## src/rtl/axis_bram_writer.sv

```systemverilog
// AXI4-Stream to BRAM port-A writer: writes each accepted beat at a running
// address up to a programmable limit, then stops (FULL) or wraps (CONTINUOUS).
module axis_bram_writer #(
  parameter int unsigned AXIS_TDATA_WIDTH = 32,
  parameter int unsigned BRAM_DATA_WIDTH  = 32,
  parameter int unsigned BRAM_ADDR_WIDTH  = 10,
  parameter string       CONTINUOUS       = "FALSE",
  parameter string       SYNC_TLAST       = "FALSE"
) (
  input  logic                         aclk,
  input  logic                         aresetn,
  input  logic [BRAM_ADDR_WIDTH-1:0]   cfg_data,
  output logic [BRAM_ADDR_WIDTH-1:0]   sts_data,
  output logic                         sts_full,
  input  logic [AXIS_TDATA_WIDTH-1:0]  s_axis_tdata,
  input  logic                         s_axis_tvalid,
  input  logic                         s_axis_tlast,
  output logic                         s_axis_tready,
  output logic                         a_bram_clk,
  output logic                         a_bram_rst,
  output logic                         a_bram_en,
  output logic [BRAM_DATA_WIDTH/8-1:0] a_bram_we,
  output logic [BRAM_ADDR_WIDTH-1:0]   a_bram_addr,
  output logic [BRAM_DATA_WIDTH-1:0]   a_bram_wdata
);

  localparam int unsigned WE_WIDTH = BRAM_DATA_WIDTH / 8;
  localparam bit          CONT_EN  = (CONTINUOUS == "TRUE");
  localparam bit          SYNC_EN  = (SYNC_TLAST == "TRUE");

  localparam logic [BRAM_ADDR_WIDTH-1:0] ADDR_ONE = BRAM_ADDR_WIDTH'(1);

  localparam logic [1:0] ST_IDLE  = 2'd0;
  localparam logic [1:0] ST_ALIGN = 2'd1;
  localparam logic [1:0] ST_FILL  = 2'd2;
  localparam logic [1:0] ST_FULL  = 2'd3;

  logic [1:0]                 state_q, state_d;
  logic [BRAM_ADDR_WIDTH-1:0] addr_q,  addr_d;
  logic [BRAM_ADDR_WIDTH-1:0] limit_q, limit_d;
  logic                       wr_beat_c;
  logic                       tready_c;

  // State, address and registered limit; synchronous active-low reset.
  always_ff @(posedge aclk) begin
    if (!aresetn) begin
      state_q <= ST_IDLE;
      addr_q  <= '0;
      limit_q <= '0;
    end else begin
      state_q <= state_d;
      addr_q  <= addr_d;
      limit_q <= limit_d;
    end
  end

  // Next-state, address update and beat qualification.
  always_comb begin
    state_d   = state_q;
    addr_d    = addr_q;
    limit_d   = cfg_data;
    wr_beat_c = 1'b0;
    tready_c  = 1'b0;

    case (state_q)
      ST_IDLE: begin
        state_d = SYNC_EN ? ST_ALIGN : ST_FILL;
      end

      // Drop input until the end of a frame so the first write starts a frame.
      ST_ALIGN: begin
        tready_c = 1'b1;
        if (s_axis_tvalid && s_axis_tlast) begin
          state_d = ST_FILL;
          addr_d  = '0;
        end
      end

      ST_FILL: begin
        tready_c  = 1'b1;
        wr_beat_c = s_axis_tvalid;
        if (s_axis_tvalid) begin
          if (addr_q < limit_q) begin
            addr_d = addr_q + ADDR_ONE;
          end else if (CONT_EN) begin
            addr_d = '0;
          end else begin
            state_d = ST_FULL;
          end
        end
      end

      // A raised limit extends the buffer past the last written word.
      ST_FULL: begin
        if (limit_q > addr_q) begin
          state_d = ST_FILL;
          addr_d  = addr_q + ADDR_ONE;
        end
      end

      default: begin
        state_d = ST_IDLE;
      end
    endcase
  end

  // Zero-latency BRAM port and stream handshake, forced idle during reset.
  assign s_axis_tready = aresetn & tready_c;
  assign a_bram_en     = aresetn & wr_beat_c;
  assign a_bram_we     = {WE_WIDTH{a_bram_en}};
  assign a_bram_addr   = addr_q;
  assign a_bram_wdata  = s_axis_tdata[BRAM_DATA_WIDTH-1:0];
  assign a_bram_clk    = aclk;
  assign a_bram_rst    = ~aresetn;

  assign sts_data = addr_q;
  assign sts_full = (state_q == ST_FULL);

endmodule

```

## config.mk

```make
export PLATFORM = sky130hd
export DESIGN_NAME = axis_bram_writer
export DESIGN_NICKNAME = d
export VERILOG_FILES = /design/src/rtl/axis_bram_writer.sv
export SDC_FILE = /design/constraint.sdc
export NUM_CORES = 1
export LEC_CHECK = 0
export CAP_MARGIN = 20
export CORE_MARGIN = 2
export CORE_UTILIZATION = 39
export CTS_CLUSTER_DIAMETER = 200
export CTS_CLUSTER_SIZE = 8
export DETAILED_ROUTE_END_ITERATION = 16
export PLACE_DENSITY = 0.95
export REMOVE_ABC_BUFFERS = 1
export SYNTH_ARGS = -nofsm -noshare
export SYNTH_HDL_FRONTEND = slang
export SYNTH_SLANG_ARGS = --single-unit
```

## constraint.sdc

```tcl
create_clock -name aclk -period 6.4 [get_ports aclk]
set_clock_uncertainty 0.05 [all_clocks]
set_input_delay 1.28 -clock aclk [delete_from_list [all_inputs] [get_ports aclk]]
set_output_delay 1.28 -clock aclk [all_outputs]
set_load 0.01 [all_outputs]
```

### Word-level counts from Yosys, hierarchy flattened

Index checks and enable logic that the tools add are counted.

| storage, ports and cells | value |
|---|---|
| bits in registers | 22 |
| latch bits | 0 |
| RAM bits | 0 |
| ROM bits | 0 |
| bits of input ports | 46 |
| word-level logic and storage cells | 35 |
| memories kept | 0 |

| cells by class | value |
|---|---|
| add/sub/neg operators | 1 |
| multiply operators | 0 |
| div/mod/pow operators | 0 |
| $lt $le $gt $ge | 2 |
| equality and inequality tests | 8 |
| shift-type cells | 0 |
| multiplexer cells | 12 |
| bitwise logic cells | 3 |
| reduce and logical (&&, ||, !) cells | 6 |

Operators by type and width:

| kind | count |
|---|---|
| 2-to-1 mux 10 bit | 4 |
| one-hot mux 10 bit (3 select lines) | 1 |
| adder 10 x 1 -> 10 bit, second input constant | 1 |
| greater-than comparator 10 bit | 1 |
| < comparator 10 bit | 1 |
| 2-to-1 mux 2 bit | 4 |
| inequality test 2 bit, second input constant | 4 |
| one-hot mux 2 bit (4 select lines) | 1 |
| AND reduction 5 bit | 1 |
| equality test 2 bit, second input constant | 2 |
| AND reduction 4 bit | 1 |
| nonzero test 3 bit | 1 |
| AND 1 bit | 2 |
| equality test 2 x 1 -> 1 bit, second input constant | 1 |
| logical NOT 2 bit | 1 |
| 2-to-1 mux 1 bit | 2 |
| inequality test 2 x 1 -> 1 bit, second input constant | 1 |
| OR reduction 2 bit | 1 |
| logical AND 1 bit | 1 |
| inverter 1 bit | 1 |

### Depth between registers and ports, before layout

Gate-level depths: netlist (run 1).

| logic depth | value |
|---|---|
| word-level depth | 4 |
| depth in mapped cells | 9 |
| depth with buffers taken out | 8 |

==> results.json, run 1 <==
{
  "synth-seq-area-share_pct": 27.8,
  "timing.critical_path.arrival_ns": 3.89,
  "fillCellCount": 356,
  "routabilityCongestion": 0.831,
  "std_cell_rows": 23,
  "worst-endpoint-required_ns": 5.07,
  "yosys_register_bits": 22,
  "ant_nets": 0,
  "tns_ns": 0,
  "synth_xor_area_share_pct": 0,
  "synth_simple_gate_area_share_pct": 19.0,
  "ant_cells": 0,
  "tritoncts": "done",
  "synth-adder-area-share_pct": 11.0,
  "cp-startpoint": "aclk",
  "first_global_vias": 1202,
  "wirelength_mm": 4.40,
  "synthesized_area_um2": 1590,
  "post_route_cells_drive_above_1_share_pct": 7.25,
  "total_power_mw": 0.405,
  "dp.final_hpwl_mm": 3.46,
  "worst-r2r-setup-slack_ns": 3.77,
  "worstMarginPinSlew_ns": 0.518,
  "power.ir.vdd_worst_mv": 0.234,
  "power.density_nw_per_um2": 222,
  "regArea_um2": 440,
  "max_cap_violations": 0,
  "worstReg2RegEnd": "a_bram_addr[8]",
  "routed_via_density": 5.40,
  "post_layout_nonfiller_instances": 243,
  "worst_setup_path_endpoint": "a_bram_clk",
  "worstReg2RegStart": "a_bram_addr[5]",
  "detail_route.wl_per_cell_um": 18.1,
  "post_cts_setup_repair_bufs": 0,
  "synth_top_family_by_area": "buffers and inverters",
  "grt_max_degree": 18,
  "area_growth_syn_to_layout_pct": 14.8,
  "vias": 1313,
  "drt_pass1_iterations": 4,
  "final_util_pct": 46.2,
  "critical_path.max_fanout": 2,
  "globalRoute.totalOverflow": 0,
  "critical_path.startpoint_type": "clock port",
  "grt_pass1_wl_mm": 6.40,
  "floorplan.initialDensity_pct": 40.2,
  "finalSetupViolCount": 0,
  "antenna_violations_before_repair": 0,
  "number_of_warnings_issued_by_yosys": 0,
  "worstSkewPairLatency_ns": 0.38,
  "worstSetupPathType": "clock port to output pin",
  "synthesis.instances": 193,
  "core_region_area_um2": 3940,
  "run_status": "finished clean",
  "most-common-layout-cells": "42 x sky130_fd_sc_hd__clkdlybuf4s50_1, 22 x sky130_fd_sc_hd__dfxtp_1, 15 x sky130_fd_sc_hd__inv_1",
  "relative_slew_margins_pct": 65.5,
  "timing.critical_path.to_type": "output pin",
  "clk_pin_slew_ns": 0.08,
  "timing_max_transition_violations_final": 0,
  "design.final.nets": 254,
  "cell_leakage_power_nw": 0.705,
  "multi_input_area_um2": 717,
  "drt_iter0_drc": 35,
  "worst_setup_slack_before_clock_tree_synthesis_ns": 1.42,
  "layout_commonest_cell": "sky130_fd_sc_hd__clkdlybuf4s50_1",
  "placed_cells_incl_taps": 236,
  "rsz0062_at_grt": "no",
  "grtUsageTotal_pct": 20.0,
  "pin_count": 107,
  "hold_viol_final": 0,
  "compound_gate_portion_of_the_synthesized_area_pct": 13.9,
  "post_synth_mux_area_share_pct": 1.26,
  "design.die.area_um2": 4590,
  "ctsHoldBuffers": 0,
  "die_y_um": 67.8,
  "post_cts_resize_count": 0,
  "reg2reg_depth": 8,
  "port_buffers": 42,
  "chipWidth_um": 67.8,
  "final.setup.worst_slack_ns": 1.18,
  "synth_cell_types": 35,
  "remaining_drc_errors": 0,
  "worstHoldPathType": "register to register",
  "post_synth.cell_area_avg_um2": 8.21
}
[registers in the layout, summed over array words and instances, names as in the netlist]
register     cells
a_bram_addr     10
limit_q         10
state_q          2
[stage by stage]
step | cell area [um2] | hold WS (ns)
after CTS | 1820 | 0.494
after detailed placement | 1710 | 0.477
after global routing | 1820 | 0.518
final | 1820 | 0.490
after floorplan | 1220 | 0.434
after global placement | 1710 | 0.458
[worst min-delay path by stage]
stage	startpoint	endpoint	slack [ns]	depth (start not counted)
after floorplan	state_q[1]	state_q[1]	0.43	2
after global placement	state_q[1]	state_q[1]	0.46	2
after detailed placement	state_q[0]	state_q[0]	0.48	2
after CTS	state_q[1]	state_q[1]	0.49	2
after global routing	a_bram_addr[8]	a_bram_addr[8]	0.52	1
final	a_bram_addr[8]	a_bram_addr[8]	0.49	1
[layer usage]
layer,share of wire (%),up-vias,global-route usage (%)
li1,-,611,-
met5,0,-,8.75
met1,38,600,21.6
met2,42,99,27.1
met3,19,3,17.8
met4,0.86,0,6.89
[where the power goes]
part | internal [mW] | total (mW) | switching [mW]
combinational | 0.0303 | 0.0614 | 0.0311
sequential | 0.142 | 0.146 | 0.00385
clock | 0.134 | 0.197 | 0.0633
total | 0.306 | 0.405 | 0.0982
[cell families after synthesis]
family / count (synthesis)
and+or+nand+nor: 53
DFF: 22
buffers and inverters: 67
adders and majority gates: 14
AOI/OAI and AO/OA: 35
muxes: 2
[cell type report]
type                            count  area share, %
Clock buffer                        7           5.09
Clock inverter                      1           1.65
Multi-Input combinational cell    104           39.4
Tap cell                           50           3.44
Sequential cell                    22           24.2
Timing Repair Buffer               41           22.5
Inverter                           18           3.71
[synth_stat cells]
cell,instances,area [um2]
sky130_fd_sc_hd__buf_4,47,353
sky130_fd_sc_hd__dfxtp_1,22,440
sky130_fd_sc_hd__inv_1,15,56.3
sky130_fd_sc_hd__ha_1,14,175
sky130_fd_sc_hd__and2_1,11,68.8
sky130_fd_sc_hd__nor2_1,11,41.3
sky130_fd_sc_hd__o21ai_0,10,50.1
sky130_fd_sc_hd__nand2_1,8,30.0
sky130_fd_sc_hd__o31ai_1,7,52.6
sky130_fd_sc_hd__a21oi_1,5,25.0
sky130_fd_sc_hd__nand3_1,5,25.0
sky130_fd_sc_hd__nand4_1,4,25.0
sky130_fd_sc_hd__a31oi_1,3,18.8
sky130_fd_sc_hd__o21ai_1,3,15.0
sky130_fd_sc_hd__a211oi_1,2,15.0
sky130_fd_sc_hd__and3_2,2,15.0
sky130_fd_sc_hd__clkbuf_1,2,7.51
sky130_fd_sc_hd__inv_2,2,7.51
sky130_fd_sc_hd__mux2i_1,2,20.0
sky130_fd_sc_hd__nand2b_1,2,12.5
sky130_fd_sc_hd__nor3_1,2,10.0
sky130_fd_sc_hd__a2111o_1,1,11.3
sky130_fd_sc_hd__a21o_1,1,7.51
sky130_fd_sc_hd__and3_1,1,6.26
sky130_fd_sc_hd__and4_1,1,8.76
sky130_fd_sc_hd__clkinv_1,1,3.75
sky130_fd_sc_hd__nand3_2,1,10.0
sky130_fd_sc_hd__nand3b_1,1,7.51
sky130_fd_sc_hd__nor3_4,1,16.3
sky130_fd_sc_hd__o211ai_1,1,7.51
sky130_fd_sc_hd__o31a_1,1,8.76
sky130_fd_sc_hd__o41ai_1,1,8.76
sky130_fd_sc_hd__or3_1,1,6.26
sky130_fd_sc_hd__or4_1,1,7.51
sky130_fd_sc_hd__or4_4,1,11.3
[worst max-delay path: stages]
cell	delay, ns
sky130_fd_sc_hd__clkbuf_8	0.11
sky130_fd_sc_hd__clkbuf_8	0.12
sky130_fd_sc_hd__clkdlybuf4s50_1	0.46
No activity file was read; power rests on OpenSTA's default activity.
==> run 2: changes to the inputs <==
- CORE_UTILIZATION: 39 -> 36
- PLACE_DENSITY: 0.95 -> 0.93
- clock period: 6.4 -> 5.3 ns (I/O delays scaled with it)
==> results.json, run 2 (same netlist as run 1, synthesis figures left out) <==
{
  "run_status": "finished clean",
  "design.final.nets": 254,
  "floorplan.initialDensity_pct": 36.9,
  "power.switching_fraction_pct": 25.2,
  "grtUsageTotal_pct": 16.5,
  "globalRoute.totalOverflow": 0,
  "post_cts_setup_repair_bufs": 0,
  "worst_setup_slack_before_clock_tree_synthesis_ns": 1.09,
  "post_cts_resize_count": 0,
  "combinational_share_of_power_pct": 16.8,
  "critical_path.max_fanout": 2,
  "power.ir.vdd_worst_mv": 0.107,
  "detail_route.wl_per_cell_um": 16.6,
  "grt_pass1_wl_mm": 6.32,
  "top_signal_layer_used": "met4",
  "worstSkewPairLatency_ns": 0.37,
  "final.setup.worst_slack_ns": 0.858,
  "dp.final_hpwl_mm": 3.14,
  "remaining_drc_errors": 0,
  "first_global_vias": 1301,
  "worstMarginPinSlew_ns": 0.512,
  "power.density_nw_per_um2": 248,
  "m1WireLength_mm": 1.68,
  "ant_cells": 0,
  "clk_pin_slew_ns": 0.08,
  "timing.critical_path.arrival_ns": 3.33,
  "finalSetupViolCount": 0,
  "routed-wl-met2_mm": 1.68,
  "wirelength_mm": 4.06,
  "power.internal_mw": 0.335,
  "routabilityCongestion": 0.807,
  "design.die.area_um2": 4950,
  "drt_iter0_drc": 106,
  "antenna_violations_before_repair": 0,
  "placedInstanceArea_um2": 1710,
  "std_cell_rows": 24,
  "worstHoldPathType": "register to register",
  "seq_power_share_pct": 39.2,
  "routed_length_on_met3_um": 636,
  "max_cap_violations": 0,
  "ctsHoldBuffers": 0,
  "pin_count": 107,
  "timing.critical_path.to_type": "output pin",
  "port_buffers": 42,
  "critical_path.startpoint_type": "clock port",
  "p_sw_mw": 0.113,
  "area_growth_syn_to_layout_pct": 14.0,
  "post_route_cells_drive_above_1_share_pct": 7.25,
  "rsz0062_at_grt": "no",
  "power.clock.fraction_pct": 43.9,
  "most-common-layout-cells": "42 x sky130_fd_sc_hd__clkdlybuf4s50_1, 22 x sky130_fd_sc_hd__dfxtp_1, 15 x sky130_fd_sc_hd__inv_1",
  "fillCellCount": 432,
  "worstSetupPathType": "clock port to output pin",
  "cell_leakage_power_nw": 0.698,
  "hold_viol_final": 0,
  "worst-endpoint-required_ns": 4.19,
  "timing_max_transition_violations_final": 0,
  "die_y_um": 70.4,
  "grt_max_degree": 18,
  "layout_commonest_cell": "sky130_fd_sc_hd__clkdlybuf4s50_1",
  "final_design_area_no_fill_um2": 1810,
  "tns_ns": 0,
  "chipWidth_um": 70.4,
  "routed_via_density": 5.61,
  "vias": 1374,
  "core_region_area_um2": 4290,
  "ant_nets": 0,
  "relative_slew_margins_pct": 65.8,
  "drt_pass1_iterations": 4,
  "tritoncts": "done"
}
[run 2: changes by cell type in the layout (fill, tap and decap cells not counted), sizes merged]
cell / delta
bufinv: -1
clkbuf: +1
[run 2: final cells by class]
class                      count  area (um2)  share of cell area [%]
inverter                      18        67.6                    3.74
clock buffer                   8         106                    5.89
sequential                    22         440                    24.4
multi-input combinational    104         717                    39.7
timing repair buffer          41         410                    22.7
tap                           52        65.1                    3.60
[run 2: final timing paths]
check                      start        endpoint  slack [ns]  cells past startpoint
setup / recovery            aclk      a_bram_clk        0.86                      3
setup reg to reg  a_bram_addr[5]  a_bram_addr[8]        2.75                      8
hold / removal        state_q[1]      state_q[1]        0.48                      2
hold reg to reg       state_q[1]      state_q[1]        0.48                      2
[run 2: per-layer routing]
layer / track usage (%) / up-vias
met1: 18.9 / 637
met4: 5.34 / 0
met3: 11.7 / 11
met2: 23.6 / 108
li1: - / 618
met5: 4.44 / -
[run 2: power by group through the flow]
stage	combinational, mW	sequential [mW]	clock, mW
after CTS	0.0750	0.176	0.201
after floorplan	0.0415	0.179	0
after global routing	0.0833	0.177	0.211
after global placement	0.0705	0.179	0.0192
after detailed placement	0.0736	0.180	0.0192
final	0.0754	0.176	0.197
[run 2: stage by stage]
step           utilization [%]  std cells  hold WS [ns]  power, mW
2_1_floorplan                -        144         0.434      0.221
3_3_place_gp              39.8        238         0.456      0.269
3_5_place_dp              39.8        238         0.470      0.273
4_1_cts                   42.1        245         0.481      0.452
5_1_grt                   42.1        245         0.527      0.471
6_report                  42.1        245         0.476      0.448
[run 2: critical path, stage by stage]
cell and delay (ns):
sky130_fd_sc_hd__clkbuf_8 0.11, sky130_fd_sc_hd__clkbuf_8 0.11, sky130_fd_sc_hd__clkdlybuf4s50_1 0.46
